`config.mk`:
```
export PLATFORM = sky130hd
export DESIGN_NAME = pst_if
export DESIGN_NICKNAME = d
export VERILOG_FILES = /design/src/rtl/pst_if.sv
export SDC_FILE = /design/constraint.sdc
export NUM_CORES = 1
export LEC_CHECK = 0
export CORE_MARGIN = 2
export CORE_UTILIZATION = 43
export CTS_CLUSTER_SIZE = 24
export DETAILED_ROUTE_END_ITERATION = 10
export GPL_TIMING_DRIVEN = 0
export HOLD_SLACK_MARGIN = 0.1
export PLACE_DENSITY = 0.82
export SLEW_MARGIN = 15
export SYNTH_ARGS = -nofsm -noshare
export SYNTH_HDL_FRONTEND = slang
export SYNTH_SLANG_ARGS = --single-unit
```
`constraint.sdc`:
```
create_clock -name clk -period 3.1 [get_ports clk]
set_input_delay 0.31 -clock clk [delete_from_list [all_inputs] [get_ports clk]]
set_output_delay 0.31 -clock clk [all_outputs]
set_load 0.1 [all_outputs]
```
`src/rtl/pst_if.sv`:
```
// ============================================================================
// pst_if -- pipelined instruction-fetch stage
//
// Owns the fetch PC, addresses a combinational instruction ROM and holds the
// IF/ID pipeline register feeding decode. The next PC comes from sequential
// fetch, a redirect from a later stage, or interrupt entry. A HALT state is
// entered on a syscall halt and left on resume or on an interrupt.
//
// Parameters:
//   RESET_PC  PC value loaded on reset
//   IM_AW     instruction-ROM word-address width
//   NOP_INST  instruction word used for bubbles
//
// Ports:
//   clk        clock
//   rst_n      synchronous active-low reset, sampled on rising clk
//   en         global step enable; 0 freezes every register
//   stall      hazard hold: keep PC and IF/ID contents
//   flush      squash IF/ID (insert bubble)
//   redir_en   taken branch/jump from a later stage
//   redir_pc   redirect target (bits [1:0] ignored)
//   irq_en     interrupt accepted
//   irq_pc     interrupt handler address (bits [1:0] ignored)
//   halt       syscall halt request
//   resume     leave HALT state
//   im_data    ROM word at im_addr, combinational, same cycle
//   im_addr    ROM word address, pc[IM_AW+1:2]
//   pc         current fetch PC
//   id_inst    IF/ID instruction
//   id_pc      IF/ID PC
//   id_pc_4    IF/ID PC+4
//   id_valid   IF/ID holds a real instruction
//   halted     registered HALT state flag
//   fetch_cnt  fetched-instruction counter
//
// Build option:
//   IF_FETCH_CNT_EN  when defined, fetch_cnt counts every enabled edge that
//                    loads a valid instruction into IF/ID; when undefined no
//                    counter is built and fetch_cnt reads as zero.
// ============================================================================
module pst_if #(
    parameter logic [31:0] RESET_PC = 32'h0000_0000,
    parameter int          IM_AW    = 10,
    parameter logic [31:0] NOP_INST = 32'h0000_0000
) (
    input  logic             clk,
    input  logic             rst_n,
    input  logic             en,
    input  logic             stall,
    input  logic             flush,
    input  logic             redir_en,
    input  logic [31:0]      redir_pc,
    input  logic             irq_en,
    input  logic [31:0]      irq_pc,
    input  logic             halt,
    input  logic             resume,
    input  logic [31:0]      im_data,
    output logic [IM_AW-1:0] im_addr,
    output logic [31:0]      pc,
    output logic [31:0]      id_inst,
    output logic [31:0]      id_pc,
    output logic [31:0]      id_pc_4,
    output logic             id_valid,
    output logic             halted,
    output logic [31:0]      fetch_cnt
);

    // Fetch state
    localparam logic [0:0] ST_RUN  = 1'b0;
    localparam logic [0:0] ST_HALT = 1'b1;

    // What the IF/ID register does on an enabled edge
    localparam logic [1:0] ID_HOLD   = 2'd0;
    localparam logic [1:0] ID_LOAD   = 2'd1;
    localparam logic [1:0] ID_BUBBLE = 2'd2;

    logic [0:0]  state;
    logic [0:0]  state_nxt;
    logic [31:0] pc_nxt;
    logic [31:0] pc_plus4;
    logic [31:0] redir_al;
    logic [31:0] irq_al;
    logic [1:0]  id_op;

    // Targets are word aligned; masking keeps every input bit in use.
    assign redir_al = redir_pc & 32'hFFFF_FFFC;
    assign irq_al   = irq_pc   & 32'hFFFF_FFFC;

    // Wraps naturally modulo 2^32.
    assign pc_plus4 = pc + 32'd4;

    assign im_addr  = pc[IM_AW+1:2];
    assign halted   = (state == ST_HALT);

    // ------------------------------------------------------------------------
    // Next-state / next-PC selection
    // ------------------------------------------------------------------------
    // NOTE: every output of this block is given a default before the case so
    // no path leaves a variable unassigned and no latch is inferred.
    always_comb begin
        pc_nxt    = pc;
        state_nxt = state;
        id_op     = ID_HOLD;

        case (state)
            ST_RUN: begin
                if (irq_en) begin
                    pc_nxt = irq_al;
                    id_op  = ID_BUBBLE;
                end else if (redir_en) begin
                    // Redirect outranks a stall: the held instruction is on
                    // the wrong path anyway.
                    pc_nxt = redir_al;
                    id_op  = ID_BUBBLE;
                end else if (halt) begin
                    id_op     = ID_BUBBLE;
                    state_nxt = ST_HALT;
                end else if (stall) begin
                    id_op = flush ? ID_BUBBLE : ID_HOLD;
                end else begin
                    // A flush squashes the fetched word but the PC still
                    // moves on.
                    pc_nxt = pc_plus4;
                    id_op  = flush ? ID_BUBBLE : ID_LOAD;
                end
            end

            ST_HALT: begin
                // Redirect, stall and flush have no effect while halted.
                id_op = ID_BUBBLE;
                if (irq_en) begin
                    pc_nxt    = irq_al;
                    state_nxt = ST_RUN;
                end else if (resume) begin
                    // PC is held, so fetch restarts where it stopped.
                    state_nxt = ST_RUN;
                end
            end

            default: begin
                state_nxt = ST_RUN;
                id_op     = ID_BUBBLE;
            end
        endcase
    end

    // ------------------------------------------------------------------------
    // PC, state and IF/ID register
    // ------------------------------------------------------------------------
    // NOTE: sequential state uses non-blocking assignments so every register
    // samples the pre-edge values, independent of statement order.
    always_ff @(posedge clk) begin
        // NOTE: reset is synchronous and checked before en, so a reset edge
        // takes effect even while the stage is frozen.
        if (!rst_n) begin
            pc       <= RESET_PC;
            state    <= ST_RUN;
            id_inst  <= NOP_INST;
            id_pc    <= 32'h0;
            id_pc_4  <= 32'h0;
            id_valid <= 1'b0;
        end else if (en) begin
            pc    <= pc_nxt;
            state <= state_nxt;
            case (id_op)
                ID_LOAD: begin
                    id_inst  <= im_data;
                    id_pc    <= pc;
                    id_pc_4  <= pc_plus4;
                    id_valid <= 1'b1;
                end
                ID_BUBBLE: begin
                    id_inst  <= NOP_INST;
                    id_pc    <= 32'h0;
                    id_pc_4  <= 32'h0;
                    id_valid <= 1'b0;
                end
                default: begin
                    // ID_HOLD: keep current contents
                end
            endcase
        end
    end

    // ------------------------------------------------------------------------
    // Fetched-instruction counter
    // ------------------------------------------------------------------------
`ifdef IF_FETCH_CNT_EN
    logic [31:0] cnt;

    always_ff @(posedge clk) begin
        if (!rst_n) begin
            cnt <= 32'h0;
        end else if (en && (id_op == ID_LOAD)) begin
            cnt <= cnt + 32'd1;
        end
    end

    assign fetch_cnt = cnt;
`else
    assign fetch_cnt = 32'h0;
`endif

endmodule

```
==> Word level (Yosys, flattened, before mapping) <==
Index checks and enable logic that the tools add are counted.
{ "classes": {"reduce_logical": 3, "bitwise": 1, "n_eq_ne": 5, "addsub": 1, "n_mux": 23} }
{ "ops": {"columns": ["operator", "count"], "rows": [
  ["32-bit one-hot mux with 2 select lines", 4],
  ["32-bit 2-to-1 mux", 5],
  ["32-bit by 3-bit adder with 32-bit output (second input constant)", 1],
  ["2-bit 2-to-1 mux", 6],
  ["4-bit inequality test (second input constant)", 2],
  ["1-bit 2-to-1 mux", 5],
  ["1-bit one-hot mux with 2 select lines", 2],
  ["2-bit one-hot mux with 2 select lines", 1],
  ["4-bit AND reduction", 1],
  ["2-bit by 1-bit equality test with 1-bit output (second input constant)", 1],
  ["2-bit equality test (second input constant)", 1],
  ["2-bit inequality test (second input constant)", 1],
  ["2-bit AND reduction", 1],
  ["2-bit nonzero test", 1],
  ["1-bit inverter", 1]
]} }
{ "totals": {"word_cells": 39, "register_bits": 130, "in_bits": 105, "out_inout_bits": 172} }

==> Depth between registers and ports, before layout <==
{ "depth": {"ltp_word": 9, "mapped_depth": 13, "mapped_depth_nobuf": 8} }

==> Least setup slack after synthesis <==
OpenSTA, ideal clock, no wires.
{ "synth_timing": {"path_kind": "reg-to-reg", "from": "register state, in the netlist halted", "to": "register id_pc_4[2]", "setup_time_ps": 128, "n_path_buf": 4, "synth_period_minus_slack_ps": 3312, "arrival_ps": 3184, "setup_slack_ps": -212, "required_time_ps": 2972, "stages_incl_launch_ff": 13, "path_cell_list": "dfxtp_1 -> or3_1 -> clkbuf_1 -> or3_1 -> or2_1 -> ha_1 -> nand2b_1 -> clkbuf_1 -> clkbuf_1 -> clkbuf_1 -> nor3_1 -> a21oi_1 -> nor2_1"} }
{ "synth_via": {"elab_chain_len": 5, "word_cells_on_any_way": 7, "classes_between": "eq/ne: 2; mux: 2; bitwise: 1; reduce/logical: 2"} }
{ "synth_rtl": {"columns": ["item", "line", "source"], "rows": [
  ["start, declared", "77", "logic [0:0] state;"],
  ["start signal, assigned", "164", "state <= state_nxt;"],
  ["1-bit inverter", null, null],
  ["2-bit one-hot mux with 2 select lines (*)", "105", "case (state)"],
  ["2-bit equality test or 2-bit by 1-bit equality test with 1-bit output (tied branches)", "165", "case (id_op)"],
  ["2-bit nonzero test (no line)", null, null],
  ["2-bit AND reduction (no line)", null, null],
  ["end signal, assigned", "169", "id_pc_4 <= pc_plus4;"],
  ["end, declared", "62", "output logic [31:0] id_pc_4,"]
]} }
Every way passes the cells marked *; elsewhere a longest branch is shown, timed or not.
A chain may end at the register's enable or synchronous reset.

==> Final worst setup path <==
{ "layout_timing": {"from": "input irq_en", "to": "register id_pc[11]"} }
{ "layout_via": {"elab_chain_len": 5, "word_cells_on_any_way": 7, "classes_between": "eq/ne: 2; mux: 3; reduce/logical: 2"} }
{ "layout_rtl": {"columns": ["item", "line", "source"], "rows": [
  ["start, declared", "53", "input logic irq_en,"],
  ["2-bit 2-to-1 mux (*)", "107", "if (irq_en) begin"],
  ["2-bit one-hot mux with 2 select lines (*)", "105", null],
  ["2-bit equality test or 2-bit by 1-bit equality test with 1-bit output (tied branches)", "165", null],
  ["2-bit nonzero test (no line)", null, null],
  ["2-bit AND reduction (no line)", null, null],
  ["end signal, assigned", "168", "id_pc <= pc;"],
  ["end, declared", "61", "output logic [31:0] id_pc,"]
]} }
Marks and branches as above.

==> results.ini <==
[detailed_routing]
drt_iter0_drc=650
wl_per_cell_um=18.2
drt-total-wl_um=23300
via_count=6982
viasPerCell=5.46
post-route-drc-count=0
firstDrtPassIters=6
drtAntennaViolNets=0

[grt]
grt.total_usage_pct=28.7
grt_max_degree=17
overflow=0
grt_pass1_vias=6539
antenna_found_initial=0
grt_pass1_wl_um=35200

[yosys]
yosys_warnings=0
ys_types=64
seq_area_frac_synth_pct=39.5
synth.avg_cell_area_um2=7.96
syn_inst=796
yosys.area.top_type=dfxtp_1
ys_ff_latch=125
syn_area_um2=6340
ys.flop_type=dfxtp_1
synthArstFlopShare_pct=0
synthTopCellsByArea=dfxtp_1 39%, nor3b_1 7.2%, a21oi_1 7.0%, nor2_1 6.2%, buf_4 5.6%
synth_top_area_share_pct=39.5
synth-edff-count=0

[setup_path]
startpoint_type=input pin
crit_type=in -> reg
arrival_ns=3.25
worstPathRequired_ns=3.46
cp_max_fo=10
endpoint_kind=flip-flop

[floorplanning]
core-area_um2=14500
die_width_um=125
pin_count=277
die_h_um=125
initial_core_util_pct=43.8
dieArea_um2=15700
rows=44

[clock_network]
clock-sinks=125
htreeDepth=4
root_buffer=clkbuf_16
postCtsHoldBufs=0
cts_resized=15
cts_tree=built
cts_buffers=17
clk_latency_ns=0.42
post-cts-setup-buffers=0
clk_pin_slew_ns=0.06
clockBufferDepth=2

[timing]
hold_viol=0
finalMaxSlewViolations=0
fin_crit_sh_pct=93.3
rsz0062_at_grt=no
fin_ws_ns=0.208
worst_hold_slack_ns=0.294
fmax_mhz=346
clock_skew_ns=0.00978
tightest_slew_ns=1.02
max-slew-margin-rel_pct=31.6
finalCriticalPeriod_ns=2.89
finalSetupViolCount=0

[power]
ir_drop_mv=0.371
cellPowerDensity_nw_per_um2=517
leakage_nw=3.56

[layout]
fin_nets=1188
drive_gt1_share_pct=10.8
layout_commonest_cell=clkdlybuf4s50_1
layout_common_cells=236 x clkdlybuf4s50_1, 124 x dfxtp_1, 104 x nor2_1, 89 x a21oi_1, 64 x nand2_1
area_growth_pct=53.3
n_antenna_cell=0
final_cells=1278
fillers=1230
fin_area_um2=9720

[placement]
dpl.hpwl_um=17200
io_buffers=236
gp_congestion=0.945
dp_slack_ns=-0.953
post_dp_cell_area_um2=9060
placed_cells=1249

[hold_path]
hold_path.class=in -> reg

[job]
drv_cap=0

[run_status]
status=complete, no violations

[worst max-delay path: stages]
cell and delay (ns):
clkdlybuf4s50_1 0.55, or3_4 0.44, or3_1 0.34, or2_1 0.22, ha_1 0.28, nand2b_2 0.25
clkbuf_4 0.23, clkbuf_2 0.21, nor3b_1 0.26, a21oi_1 0.06, nor2_1 0.09
[routing by layer]
metal,part of all wire (%),global-route usage [%]
met3,12,8.69
met4,4.2,15.5
met5,0,0
met1,39,35.5
met2,45,44.8
[final cells by class]
cell class	instances	area [µm²]	area share [%]
Buffer	111	633	6.52
Clock buffer	19	433	4.46
Clock inverter	13	196	2.02
Inverter	5	18.8	0.193
Multi-Input combinational cell	585	3340	34.4
Sequential cell	125	2500	25.8
Tap cell	184	230	2.37
Timing Repair Buffer	236	2360	24.3
[through the flow]
step / util [%] / setup TNS, ns / total power (W)
global placement: 62.5 / -66.54 / 0.00289
floorplan: - / 0 / 0.00255
detailed placement: 62.5 / -67.20 / 0.00290
finish: 67.1 / 0 / 0.00503
global route: 67.1 / 0 / 0.00516
CTS: 67.0 / 0 / 0.00503
[state kept, by name, indices dropped and copies added (netlist names)]
| register | count |
|---|---|
| id_valid | 1 |
| id_pc_4 | 30 |
| pc | 30 |
| id_pc | 31 |
| id_inst | 32 |
| halted | 1 |
[final timing paths]
check,startpoint,endpoint,slack [ns],depth (start not counted)
worst max-delay path,irq_en,id_pc[11]$_SDFFE_PN0P_,0.21,11
worst min register to register,id_pc_4[17]$_SDFFE_PN0P_,id_pc_4[17]$_SDFFE_PN0P_,0.45,2
worst min-delay path,redir_en,pc[4]$_SDFFE_PN0P_,0.29,4
worst max register to register,halted$_SDFFE_PN0P_,id_pc[11]$_SDFFE_PN0P_,0.29,10
[kinds of logic (layout without fill, tap and decap cells)]
group	count (synthesis)	in the layout	share of synthesized area, %
flops	125	125	39.5
xor+xnor	28	28	3.87
simple gates	328	328	27.6
fa+ha+maj	2	2	0.395
compound gates	190	190	18.0
other cells	1	34	0.0592
buf+inv	119	384	10.2
mux	3	3	0.474
[cells in the mapped netlist, types with 5 or more instances]
library cell and n:
nand3_1 29, xnor2_1 23, a21oi_1 89, nor2_1 105
o21a_1 7, nand2_1 65, o21ai_1 7, dfxtp_1 125
clkbuf_1 58, xor2_1 5, buf_4 47, nand4_1 6
o211ai_1 7, nor3b_1 61, o21ai_0 30, and3_1 10
a22oi_1 13, o22ai_1 5, nor3_1 13, nand2b_1 6
[power breakdown]
| group | internal [W] | leakage (nW) | total [W] | switching (W) |
|---|---|---|---|---|
| Clock | 0.00142 | 0.310 | 0.00214 | 0.000724 |
| Sequential | 0.00165 | 1.01 | 0.00172 | 0.0000697 |
| Combinational | 0.000343 | 2.24 | 0.00117 | 0.000827 |
| Total | 0.00341 | 3.56 | 0.00503 | 0.00162 |
Note: power is estimated with default switching activity, not from simulation.
